File: src/rtl/xorshift_sched.sv
// Round-robin front end sharing one xorshift32 generator among NUM_REQ seed
// requesters; each granted job streams OUT_NUM words tagged with its owner.
module xorshift_sched #(
    parameter int NUM_REQ = 2,
    parameter int OUT_NUM = 256,
    parameter int ID_W    = (NUM_REQ <= 2) ? 1 : $clog2(NUM_REQ)
) (
    input  logic                   clk,
    input  logic                   rst_n,
    input  logic [NUM_REQ-1:0]     req_valid,
    input  logic [32*NUM_REQ-1:0]  req_seed,
    output logic [NUM_REQ-1:0]     req_ready,
    output logic                   out_valid,
    input  logic                   out_ready,
    output logic [31:0]            rand_num,
    output logic [ID_W-1:0]        out_id,
    output logic                   busy
);

    localparam int                CNT_W    = $clog2(OUT_NUM) + 1;
    localparam logic [CNT_W-1:0]  CNT_LAST = CNT_W'(OUT_NUM - 1);
    localparam logic [ID_W-1:0]   ID_LAST  = ID_W'(NUM_REQ - 1);
    localparam logic [ID_W:0]     NUM_EXT  = (ID_W + 1)'(NUM_REQ);

    typedef enum logic [0:0] {
        ST_IDLE = 1'b0,
        ST_RUN  = 1'b1
    } state_e;

    function automatic logic [31:0] xs(input logic [31:0] x_in);
        logic [31:0] x;
        x = x_in ^ (x_in << 5'd13);
        x = x ^ (x >> 5'd17);
        x = x ^ (x << 5'd5);
        return x;
    endfunction

    state_e            state_q, state_d;
    logic [ID_W-1:0]   ptr_q, ptr_d;
    logic [31:0]       gen_q, gen_d;
    logic [CNT_W-1:0]  cnt_q, cnt_d;
    logic [ID_W-1:0]   id_q, id_d;
    logic              out_valid_q, out_valid_d;
    logic [31:0]       rand_num_q, rand_num_d;
    logic [ID_W-1:0]   out_id_q, out_id_d;
    logic              busy_q, busy_d;

    logic              found_s;
    logic [ID_W-1:0]   win_s;
    logic [ID_W:0]     idx_s;
    logic              grant_s;
    logic [31:0]       seed_s;

    // Rotating priority search: first pending request at or above ptr, wrapping.
    always_comb begin
        found_s = 1'b0;
        win_s   = {ID_W{1'b0}};
        idx_s   = {(ID_W + 1){1'b0}};
        for (int i = 0; i < NUM_REQ; i++) begin
            idx_s = {1'b0, ptr_q} + (ID_W + 1)'(i);
            if (idx_s >= NUM_EXT) begin
                idx_s = idx_s - NUM_EXT;
            end else begin
                idx_s = idx_s;
            end
            if (!found_s && req_valid[idx_s[ID_W-1:0]]) begin
                found_s = 1'b1;
                win_s   = idx_s[ID_W-1:0];
            end else begin
                found_s = found_s;
                win_s   = win_s;
            end
        end
    end

    // Grant strobe and the winner's seed slice.
    always_comb begin
        grant_s   = (state_q == ST_IDLE) && found_s;
        req_ready = {NUM_REQ{1'b0}};
        seed_s    = 32'h0000_0000;
        if (grant_s) begin
            req_ready[win_s] = 1'b1;
        end else begin
            req_ready = {NUM_REQ{1'b0}};
        end
        for (int i = 0; i < NUM_REQ; i++) begin
            if (win_s == ID_W'(i)) begin
                seed_s = req_seed[32*i +: 32];
            end else begin
                seed_s = seed_s;
            end
        end
    end

    // Job sequencing; output registers are loaded from the next-state values so
    // they line up with the state they describe and carry no path from out_ready.
    always_comb begin
        state_d = state_q;
        ptr_d   = ptr_q;
        gen_d   = gen_q;
        cnt_d   = cnt_q;
        id_d    = id_q;
        case (state_q)
            ST_IDLE: begin
                if (grant_s) begin
                    gen_d   = xs(seed_s);
                    cnt_d   = {CNT_W{1'b0}};
                    id_d    = win_s;
                    ptr_d   = (win_s == ID_LAST) ? {ID_W{1'b0}} : win_s + ID_W'(1);
                    state_d = ST_RUN;
                end else begin
                    state_d = ST_IDLE;
                end
            end
            ST_RUN: begin
                if (out_ready) begin
                    gen_d = xs(gen_q);
                    cnt_d = cnt_q + CNT_W'(1);
                    if (cnt_q == CNT_LAST) begin
                        state_d = ST_IDLE;
                    end else begin
                        state_d = ST_RUN;
                    end
                end else begin
                    state_d = ST_RUN;
                end
            end
            default: begin
                state_d = ST_IDLE;
            end
        endcase

        if (state_d == ST_RUN) begin
            out_valid_d = 1'b1;
            busy_d      = 1'b1;
            rand_num_d  = gen_d;
            out_id_d    = id_d;
        end else begin
            out_valid_d = 1'b0;
            busy_d      = 1'b0;
            rand_num_d  = 32'h0000_0000;
            out_id_d    = {ID_W{1'b0}};
        end
    end

    // State and output registers; reset drops any job in flight.
    always_ff @(posedge clk or negedge rst_n) begin
        if (!rst_n) begin
            state_q     <= ST_IDLE;
            ptr_q       <= {ID_W{1'b0}};
            gen_q       <= 32'h0000_0000;
            cnt_q       <= {CNT_W{1'b0}};
            id_q        <= {ID_W{1'b0}};
            out_valid_q <= 1'b0;
            rand_num_q  <= 32'h0000_0000;
            out_id_q    <= {ID_W{1'b0}};
            busy_q      <= 1'b0;
        end else begin
            state_q     <= state_d;
            ptr_q       <= ptr_d;
            gen_q       <= gen_d;
            cnt_q       <= cnt_d;
            id_q        <= id_d;
            out_valid_q <= out_valid_d;
            rand_num_q  <= rand_num_d;
            out_id_q    <= out_id_d;
            busy_q      <= busy_d;
        end
    end

    assign out_valid = out_valid_q;
    assign rand_num  = rand_num_q;
    assign out_id    = out_id_q;
    assign busy      = busy_q;

endmodule

File: config.mk
export PLATFORM = sky130hd
export DESIGN_NAME = xorshift_sched
export DESIGN_NICKNAME = d
export VERILOG_FILES = /design/src/rtl/xorshift_sched.sv
export SDC_FILE = /design/constraint.sdc
export NUM_CORES = 1
export LEC_CHECK = 0
export ABC_AREA = 1
export CORE_UTILIZATION = 30
export CTS_CLUSTER_SIZE = 25
export DETAILED_ROUTE_END_ITERATION = 10
export SKIP_CTS_REPAIR_TIMING = 1
export SLEW_MARGIN = 20
export SYNTH_ARGS = -nofsm -noshare
export SYNTH_HDL_FRONTEND = slang
export SYNTH_SLANG_ARGS = --single-unit
File: constraint.sdc
create_clock -name clk -period 2.5 [get_ports clk]
set_input_delay 0.375 -clock clk [delete_from_list [all_inputs] [get_ports clk]]
set_output_delay 0.375 -clock clk [all_outputs]
set_load 0.005 [all_outputs]
Word level (Yosys, flattened, before mapping)
Index checks and enable logic that the tools add are counted.
{"block": "word_totals", "register_bits": 78, "out_inout_bits": 37}
{"block": "op_classes", "addsub": 5, "eq_ne": 3, "n_lt_le_gt_ge": 6, "reduce_logical": 6, "muxes": 30, "bitwise_logic": 7}
{"cell": "32-bit two-way mux", "n": 4}
{"cell": "32-bit bitwise XOR", "n": 4}
{"cell": "32-bit one-hot mux with 2 select lines", "n": 1}
{"cell": "32-bit by 15-bit bitwise XOR with 32-bit output", "n": 2}
{"cell": "1-bit two-way mux", "n": 19}
{"cell": "9-bit two-way mux", "n": 2}
{"cell": "9-bit one-hot mux with 2 select lines", "n": 1}
{"cell": "9-bit by 1-bit adder with 9-bit output (second input constant)", "n": 1}
{"cell": "9-bit by 8-bit == test with 1-bit output (second input constant)", "n": 1}
{"cell": "1-bit by 2-bit less-than comparator with 1-bit output (second input constant)", "n": 3}
{"cell": "2-bit != test (second input constant)", "n": 2}
{"cell": "2-bit AND reduction", "n": 2}
{"cell": "1-bit logical AND", "n": 3}
{"cell": "1-bit by 1-bit adder with 2-bit output (second input constant)", "n": 1}
{"cell": "1-bit by 2-bit >= comparator with 1-bit output (second input constant)", "n": 1}
{"cell": "2-bit >= comparator (second input constant)", "n": 1}
{"cell": "2-bit two-way mux", "n": 1}
{"cell": "1-bit one-hot mux with 2 select lines", "n": 1}
{"cell": "1-bit subtractor (second input constant)", "n": 2}
{"cell": "1-bit adder (second input constant)", "n": 1}
{"cell": "1-bit demux with 1-bit select", "n": 1}
{"cell": "1-bit >= comparator (second input constant)", "n": 1}
{"cell": "1-bit logical NOT", "n": 1}
{"cell": "1-bit inverter", "n": 1}

Longest topological paths before layout
Gate-level depths: netlist of run 1.
{"block": "logic_depth", "ltp_word": 15, "ltp_mapped": 15, "depth_no_buf": 13}

Least setup slack after synthesis of run 1
OpenSTA, ideal clock, no wires.
{"block": "synth_path", "path_type": "register -> register", "start": "register cnt_q[0]", "end": "register rand_num_q[3], in the netlist rand_num[3]", "path_stages_with_launch": 13, "setup_slack_ns": 0.686, "n_path_buf": 1, "setup_ns": 0.131, "synth_period_minus_slack_ns": 1.814, "t_required_ns": 2.369, "t_arrival_ns": 1.683, "path_cell_list": "dfrtp_1 ha_1 nand2_1 nor2_1 inv_1 nor2_1 nand3_1 nor2_1 ha_1 inv_1 o21ai_2 buf_2 a21oi_1"}
{"block": "synth_between", "elab_chain_cells": 5}
{"element": "start: declaration", "line_no": "41", "source": "logic [CNT_W-1:0] cnt_q, cnt_d;"}
{"element": "start signal: assignment", "line_no": "152", "source": "cnt_q <= {CNT_W{1'b0}};"}
{"element": "start signal: assignment", "line_no": "162", "source": "cnt_q <= cnt_d;"}
{"element": "9-bit by 8-bit == test with 1-bit output", "line_no": "119", "source": "if (cnt_q == CNT_LAST) begin"}
{"element": "1-bit two-way mux", "line_no": "119"}
{"element": "1-bit two-way mux", "line_no": "116", "source": "if (out_ready) begin"}
{"element": "1-bit one-hot mux with 2 select lines", "line_no": "103", "source": "case (state_q)"}
{"element": "32-bit two-way mux", "line_no": "133", "source": "if (state_d == ST_RUN) begin"}
{"element": "via rand_num_d[3]", "line_no": "44", "source": "logic [31:0] rand_num_q, rand_num_d;"}
{"element": "end signal: assignment", "line_no": "165", "source": "rand_num_q <= rand_num_d;"}
{"element": "end: declaration", "line_no": "44"}
The timed path passes the listed nets, and every way through them passes these cells.
A chain may end at the register's enable or synchronous reset.

Worst setup path after layout of run 1
{"block": "layout_path", "start": "input port req_valid[0]", "end": "output port req_ready[0]"}
{"block": "layout_between", "elab_chain_cells": 11}
{"element": "start: declaration", "line_no": "10", "source": "input logic [NUM_REQ-1:0] req_valid,"}
{"element": "1-bit two-way mux (not written as such) (2 in a row)", "line_no": "66", "source": "if (!found_s && req_valid[idx_s[ID_W-1:0]]) begin"}
{"element": "1-bit two-way mux", "line_no": "66"}
{"element": "1-bit logical NOT", "line_no": "66"}
{"element": "1-bit logical AND", "line_no": "66"}
{"element": "1-bit two-way mux", "line_no": "66"}
{"element": "1-bit by 2-bit less-than comparator with 1-bit output (not written as such) / 1-bit >= comparator (equally long branches)", "line_no": "82", "source": "req_ready[win_s] = 1'b1;"}
{"element": "1-bit logical AND (not written as such)", "line_no": "82"}
{"element": "1-bit two-way mux (not written as such)", "line_no": "82"}
{"element": "1-bit demux with 1-bit select", "line_no": "82"}
{"element": "2-bit two-way mux (*)", "line_no": "81", "source": "if (grant_s) begin"}
{"element": "end: declaration", "line_no": "12", "source": "output logic [NUM_REQ-1:0] req_ready,"}
Mark *: on every way between the ends. The rest lies on a longest branch, timed or not. The select of a mux whose other input is x is not followed.

==> out/qor.tcl, run 1 <==
set qor(timing.critical_path.mode_cell) {sky130_fd_sc_hd__clkdlybuf4s50_1}
set qor(numCtsBuffers) 9
set qor(yosysTopAreaCell) {sky130_fd_sc_hd__dfrtp_1}
set qor(number_of_antenna_violations_at_the_first_check_in_global_routing) 0
set qor(post_synthesis_sequential_element_count) 77
set qor(final.period_utilization) 0.949
set qor(setup.worst_path.start) {req_valid[0]}
set qor(die_h_um) 143
set qor(floorplan.die.width_um) 143
set qor(dp_hpwl_mm) 15.0
set qor(register_to_register_setup_slack_ps) 280
set qor(areaGrowthSynthToFinish_pct) 30.9
set qor(path_clk_slew_ps) 60
set qor(worst_r2r_endpoint) {rand_num[30]}
set qor(worst_path_largest_cell_delay_ps) 530
set qor(critical_path.top_delay_family) {buffers and inverters}
set qor(fin_hold_ws_ps) -2.99
set qor(drv.max_cap_violation_count) 0
set qor(placed_inst_area_mm2) 0.00746
set qor(ant_nets) 0
set qor(min_path_type) {in2async}
set qor(worst-r2r-cell-count) 11
set qor(timing.final.ws_setup_ps) 128
set qor(numClockSinks) 77
set qor(synthTopCellsByArea) {sky130_fd_sc_hd__dfrtp_1, sky130_fd_sc_hd__nand2_1, sky130_fd_sc_hd__nand3_1}
set qor(critPathCaptureType) {output port}
set qor(ctsRootBufferMaster) {sky130_fd_sc_hd__clkbuf_16}
set qor(ctsLongestPathBuffers) 2
set qor(setup_clock_skew_after_layout_ps) 7.10
set qor(via_count) 6222
set qor(critical_path_cell_list) {clkdlybuf4s50_1 -> nand2_4 -> nand2_8 -> inv_4 -> nor2_1 -> buf_4 -> clkdlybuf4s50_1}
set qor(static-leakage-power_uw) 0.00398
set qor(finalWirelength_mm) 18.7
set qor(violations) {negative hold slack}
set qor(average_instance_area_after_synthesis_um2) 6.30
set qor(grt_overflow_total) 0
set qor(floorplan.die_area_mm2) 0.0203
set qor(timing.critical_path.buf_inv) 4
set qor(route.detailed.wl_per_inst_um) 14.1
set qor(insertion_delay_ps) 350
set qor(cp_data_arrival_time_ps) 2000
set qor(fin_area_mm2) 0.00777
set qor(total_power_uw) 8530
set qor(cts_tree) {done}
set qor(setup_viol) 0
set qor(crit_fanout) 18
set qor(synth_edf_count) 0
set qor(dpl_worst_slack_ps) -153
set qor(mappedNetlistNets) 1012
set qor(synth.lib_cells_used.distinct) 35
set qor(instances_no_fill) 1333
set qor(fmax_mhz) 422
set qor(post_route_cells_drive_above_1_share) 0.0796
set qor(synth.yosys.warnings) 0
set qor(crit_end) {req_ready[0]}
set qor(min_period_ps) 2370
set qor(vdd_ir_drop_max_uv) 354
set qor(async_flop_share) 1.00
set qor(num_rows) 51
set qor(run_status) {complete, but fails checks}
set qor(synth_seq_area_share) 0.325
set qor(drt-pass1-iter-count) 5
set qor(finalHoldViolations) 1
set qor(h_tree_depth) 3
set qor(timing.critical_path.from_type) {input pin}
set qor(yosys.area.top_type_share) 0.325
set qor(core-area_mm2) 0.0194
set qor(gr-usage-all-layers) 0.193
set qor(dominantRegCellSynth) {sky130_fd_sc_hd__dfrtp_1}
set qor(nFillCells) 2044
set qor(portBuffers) 105
set qor(grt_setup_unrepaired) {false}
set qor(synth_cells) 941
set qor(worstMarginPinSlew_ps) 496
set qor(dp_cells) 1317
set qor(final_net_count) 1134
set qor(critical_path_required_time_ps) 2120
set qor(worst-path-stages) 7
set qor(cellPowerDensity_mw_per_mm2) 1100
set qor(critical_path_class) {in2out}
set qor(ios) 106
set qor(syn-cell-area_mm2) 0.00593
set qor(route.detailed.drc) 0
set qor(relSlewSlack) 0.667
set qor(largest_net_degree_at_the_start_of_global_routing) 43
set qor(slowest_stage) {sky130_fd_sc_hd__clkdlybuf4s50_1}
set qor(avgViaCountPerCell) 4.67
set qor(final-max-slew-violation-count) 0
set qor(initialDrtViolationCount) 402
set qor(initial_core_util) 0.306
set qor(number_of_global_route_vias_before_repair) 5794
set qor(grt_pass1_wl_mm) 30.4
set qor(n_antenna_cell) 0
set qor(final_wtd_congestion) 0.880
set qor(crit-reg2reg-launch) {ptr_q}
flip-flops by register name, summed over array words and instances, names as in the netlist:
register	cells
out_id	1
cnt_q	9
busy	1
ptr_q	1
gen_q	32
rand_num	32
id_q	1
Yosys cell counts (2+ instances only):
cell and instances:
sky130_fd_sc_hd__ha_1 2, sky130_fd_sc_hd__o21ai_0 34, sky130_fd_sc_hd__nand3_1 100, sky130_fd_sc_hd__a21oi_1 70
sky130_fd_sc_hd__o21ai_1 9, sky130_fd_sc_hd__nand2_2 13, sky130_fd_sc_hd__o21ai_2 6, sky130_fd_sc_hd__a22oi_1 13
sky130_fd_sc_hd__nand3b_1 6, sky130_fd_sc_hd__inv_1 100, sky130_fd_sc_hd__buf_4 5, sky130_fd_sc_hd__xor2_1 14
sky130_fd_sc_hd__nor2_1 34, sky130_fd_sc_hd__o221ai_1 4, sky130_fd_sc_hd__xnor2_1 20, sky130_fd_sc_hd__buf_2 12
sky130_fd_sc_hd__nand2_1 390, sky130_fd_sc_hd__clkbuf_1 12, sky130_fd_sc_hd__dfrtp_1 77, sky130_fd_sc_hd__or2_2 2
sky130_fd_sc_hd__buf_6 4
metrics by stage:
step / hold slack [ps] / utilization / setup TNS (ps)
after floorplan: 79.4 / - / 0
after global placement: 385 / 0.384 / -224
after detailed placement: 390 / 0.384 / -284
after CTS: 26.4 / 0.400 / 0
after global routing: 46.1 / 0.400 / 0
final: -2.99 / 0.400 / 0
how the worst min path moves through the flow:
stage,start,end,slack (ps)
6_report,rst_n,rand_num[4],-3
5_1_grt,rst_n,rand_num[25],50
4_1_cts,rst_n,rand_num[4],30
3_5_place_dp,rst_n,rand_num[4],390
3_3_place_gp,rst_n,rand_num[4],390
2_1_floorplan,rst_n,busy,80
cells by family (layout without fill, tap and decap cells):
| logic type | Yosys count | after routing | synth area share |
|---|---|---|---|
| and+or+nand+nor | 551 | 551 | 0.387 |
| buffers and inverters | 136 | 263 | 0.0996 |
| adders and majority gates | 2 | 2 | 0.00422 |
| xor gates and xnor gates | 34 | 34 | 0.0502 |
| AOI/OAI and AO/OA | 141 | 141 | 0.134 |
| DFF | 77 | 77 | 0.325 |
power by group:
group	internal, uW	leakage (uW)	total, uW	switching (uW)
Clock	785	0.000147	1340	554
Sequential	1860	0.000904	2350	493
Combinational	2080	0.00293	4840	2760
cell type report:
type	count	area, um^2	share of cell area
well taps	265	332	0.0427
inverters	101	382	0.0491
multi-input cells	728	3410	0.440
clock inverters	7	77.6	0.00999
flip-flops and latches	77	1930	0.248
repair buffers	146	1410	0.181
clock buffers	9	225	0.0290
cell usage in the layout, fill, tap and decap left out, drive strengths merged:
| cell | netlist | routed |
|---|---|---|
| nand2 | 405 | 405 |
| inv | 101 | 105 |
| clkdlybuf4s50 | 0 | 103 |
| nand3 | 101 | 101 |
| dfrtp | 77 | 77 |
| a21oi | 70 | 70 |
| o21ai | 50 | 50 |
| buf | 23 | 42 |
| nor2 | 35 | 35 |
| xnor2 | 20 | 20 |
| xor2 | 14 | 14 |
| a22oi | 13 | 13 |
| clkbuf | 12 | 9 |
| nand3b | 6 | 6 |
| o221ai | 4 | 4 |
| or2 | 2 | 2 |
| ha | 2 | 2 |
| a2bb2oi | 1 | 1 |
| o211ai | 1 | 1 |
| nor3 | 1 | 1 |
| nand4 | 1 | 1 |
| o21bai | 1 | 1 |
| o22ai | 1 | 1 |
| clkinv | 0 | 1 |
| bufinv | 0 | 1 |
| clkinvlp | 0 | 1 |
| dlymetal6s2s | 0 | 1 |
metal layers:
layer  GRT usage  part of all wire  vias to the layer above
li1            -                 -                     3237
met1       0.257              0.47                     2794
met2       0.324              0.47                      171
met3      0.0288             0.044                       20
met4      0.0566             0.017                        0
met5           0                 0                        -
Power figures use the tool's default switching activity.
==> inputs of run 2 (changes only) <==
Clock period 2.5 ns to 1.92 ns, I/O delays scaled along.
==> out/qor.tcl, run 2 (synthesis gave the netlist of run 1 again) <==
set qor(run_status) {complete, but fails checks}
set qor(violations) {negative setup slack}
set qor(timing.critical_path.buf_inv) 3 ;# -1
set qor(grt_setup_unrepaired) {true}
set qor(avgViaCountPerCell) 4.71 ;# +0.94%
set qor(critical_path_class) {reg2reg}
set qor(final_wtd_congestion) 0.901 ;# +2.5%
set qor(setup_viol) 32 ;# +32
set qor(register_area_mm2) 0.00193 ;# unchanged
set qor(fmax_mhz) 504
set qor(relSlewSlack) 0.708 ;# +0.0416
set qor(initialDrtViolationCount) 264 ;# -34%
set qor(instances_no_fill) 1393 ;# +4.5%
set qor(finalWirelength_mm) 19.7 ;# +5.3%
set qor(nFillCells) 1958 ;# -4.2%
set qor(multiInputGateArea_mm2) 0.00417 ;# +22%
set qor(min_period_ps) 1980
set qor(most-common-layout-cells) {sky130_fd_sc_hd__nand2_1, sky130_fd_sc_hd__clkdlybuf4s50_1, sky130_fd_sc_hd__nand2_2}
set qor(route.detailed.wl_per_inst_um) 14.2 ;# +0.81%
set qor(critPathCaptureType) {flip-flop}
set qor(static-leakage-power_uw) 0.00448 ;# +12%
set qor(drt-pass1-iter-count) 5 ;# unchanged
set qor(setup_tns_ps) -736 ;# -736 ps
set qor(via_count) 6563 ;# +5.5%
set qor(gr-usage-all-layers) 0.190 ;# -0.00342
set qor(ant_nets) 0 ;# unchanged
set qor(crit_fanout) 20 ;# +2
set qor(floorplan.die_area_mm2) 0.0203 ;# unchanged
set qor(largest_net_degree_at_the_start_of_global_routing) 52 ;# +21%
set qor(grt_overflow_total) 0 ;# unchanged
set qor(drv.max_cap_violation_count) 0 ;# unchanged
set qor(dp_cells) 1364 ;# +3.6%
set qor(n_antenna_cell) 0 ;# unchanged
set qor(cellPowerDensity_mw_per_mm2) 1320 ;# +20%
set qor(ctsLongestPathBuffers) 2 ;# unchanged
set qor(h_tree_depth) 3 ;# unchanged
set qor(numClockSinks) 77 ;# unchanged
set qor(final-max-slew-violation-count) 0 ;# unchanged
set qor(fin_hold_ws_ps) 400 ;# +403 ps
set qor(cts_tree) {done}
set qor(initial_core_util) 0.306 ;# unchanged
set qor(finish.utilization) 0.467 ;# +0.0670
set qor(total_power_uw) 12000 ;# +40%
set qor(number_of_antenna_violations_at_the_first_check_in_global_routing) 0 ;# unchanged
set qor(route.detailed.drc) 0 ;# unchanged
set qor(areaGrowthSynthToFinish_pct) 52.8
set qor(timing.final.ws_setup_ps) -63.7 ;# -192 ps
set qor(critical_path.top_delay_family) {simple AND/OR/NAND/NOR gates}
set qor(setup_clock_skew_after_layout_ps) 8.29 ;# +1.19 ps
set qor(grt_pass1_wl_mm) 29.8 ;# -2.0%
set qor(path_clk_slew_ps) 70 ;# about the same
set qor(final_common_cell) {sky130_fd_sc_hd__nand2_1}
set qor(worstMarginPinSlew_ps) 434 ;# -62.0 ps
set qor(ctsRootBufferMaster) {sky130_fd_sc_hd__clkbuf_16}
set qor(core-area_mm2) 0.0194 ;# unchanged
set qor(slowest_stage) {sky130_fd_sc_hd__dfrtp_1}
set qor(timing.critical_path.from_type) {flip-flop}
set qor(critical_path_required_time_ps) 2130 ;# about the same
set qor(number_of_global_route_vias_before_repair) 6025 ;# +4.0%
set qor(dp_hpwl_mm) 15.2 ;# +1.1%
set qor(insertion_delay_ps) 340 ;# about the same
set qor(final_net_count) 1194 ;# +5.3%
set qor(critical_path_cell_list) {ha_2 -> nand2_2 -> nor2_4 -> inv_2 -> nor2_4 -> nand3_2 -> nor2_2 -> ha_2 -> inv_2 -> o21ai_4 -> buf_12 -> a21oi_1}
set qor(ios) 106 ;# unchanged
set qor(portBuffers) 105 ;# unchanged
set qor(vdd_ir_drop_max_uv) 557 ;# +57%
set qor(worst_path_largest_cell_delay_ps) 350 ;# -180 ps
set qor(finalHoldViolations) 0 ;# -1
set qor(min_path_type) {in2async}
set qor(final.period_utilization) 1.03
set qor(die_h_um) 143 ;# unchanged
set qor(numCtsBuffers) 9 ;# unchanged
set qor(num_rows) 51 ;# unchanged
set qor(cp_data_arrival_time_ps) 2190 ;# +190 ps
set qor(post_route_cells_drive_above_1_share) 0.294 ;# +0.215
set qor(floorplan.die.width_um) 143 ;# unchanged
==> run 2: final cells by class <==
| cell class | count | area share |
|---|---|---|
| tap | 265 | 0.0366 |
| clock buffer | 9 | 0.0248 |
| sequential | 77 | 0.213 |
| timing repair buffer | 206 | 0.216 |
| clock inverter | 7 | 0.00718 |
| multi-input combinational | 728 | 0.460 |
| inverter | 101 | 0.0432 |
==> run 2: per-layer routing <==
| layer | routed length, um | vias up | part of all wire | track usage |
|---|---|---|---|---|
| met5 | 0 | - | 0 | 0 |
| li1 | - | 3356 | - | - |
| met3 | 800 | 37 | 0.041 | 0.0265 |
| met1 | 8670 | 2996 | 0.44 | 0.242 |
| met4 | 733 | 0 | 0.037 | 0.0956 |
| met2 | 9530 | 174 | 0.48 | 0.314 |
==> run 2: path summary, 6_finish.rpt <==
path | startpoint | to | slack, ps | depth (start not counted)
worst max-delay path | cnt_q[1] | rand_num[30] | -60 | 12
worst min-delay path | rst_n | cnt_q[4] | 400 | 2
worst max register to register | cnt_q[1] | rand_num[30] | -60 | 12
worst min register to register | id_q | id_q | 480 | 2
max in group asynchronous | rst_n | gen_q[16] | 930 | 3
min in group clk | id_q | id_q | 480 | 2
==> run 2: worst reg2reg max path, cell delays in order (launching register included) <==
cell	delay, ps
sky130_fd_sc_hd__dfrtp_1	350
sky130_fd_sc_hd__ha_2	190
sky130_fd_sc_hd__nand2_2	80
sky130_fd_sc_hd__nor2_4	120
sky130_fd_sc_hd__inv_2	50
sky130_fd_sc_hd__nor2_4	130
sky130_fd_sc_hd__nand3_2	80
sky130_fd_sc_hd__nor2_2	120
sky130_fd_sc_hd__ha_2	180
sky130_fd_sc_hd__inv_2	50
sky130_fd_sc_hd__o21ai_4	220
sky130_fd_sc_hd__buf_12	210
sky130_fd_sc_hd__a21oi_1	80
==> run 2: power by group <==
part	switching [uW]	total, uW	internal [uW]
Clock	722	1630	906
Combinational	4010	7260	3250
Sequential	656	3070	2420
==> run 2: stage by stage <==
stage / worst slack [ps] / area (um^2)
after CTS: -542 / 8100
after global routing: -185 / 9060
after floorplan: 106 / 5930
after global placement: -519 / 7810
final: -63.7 / 9060
after detailed placement: -525 / 7810
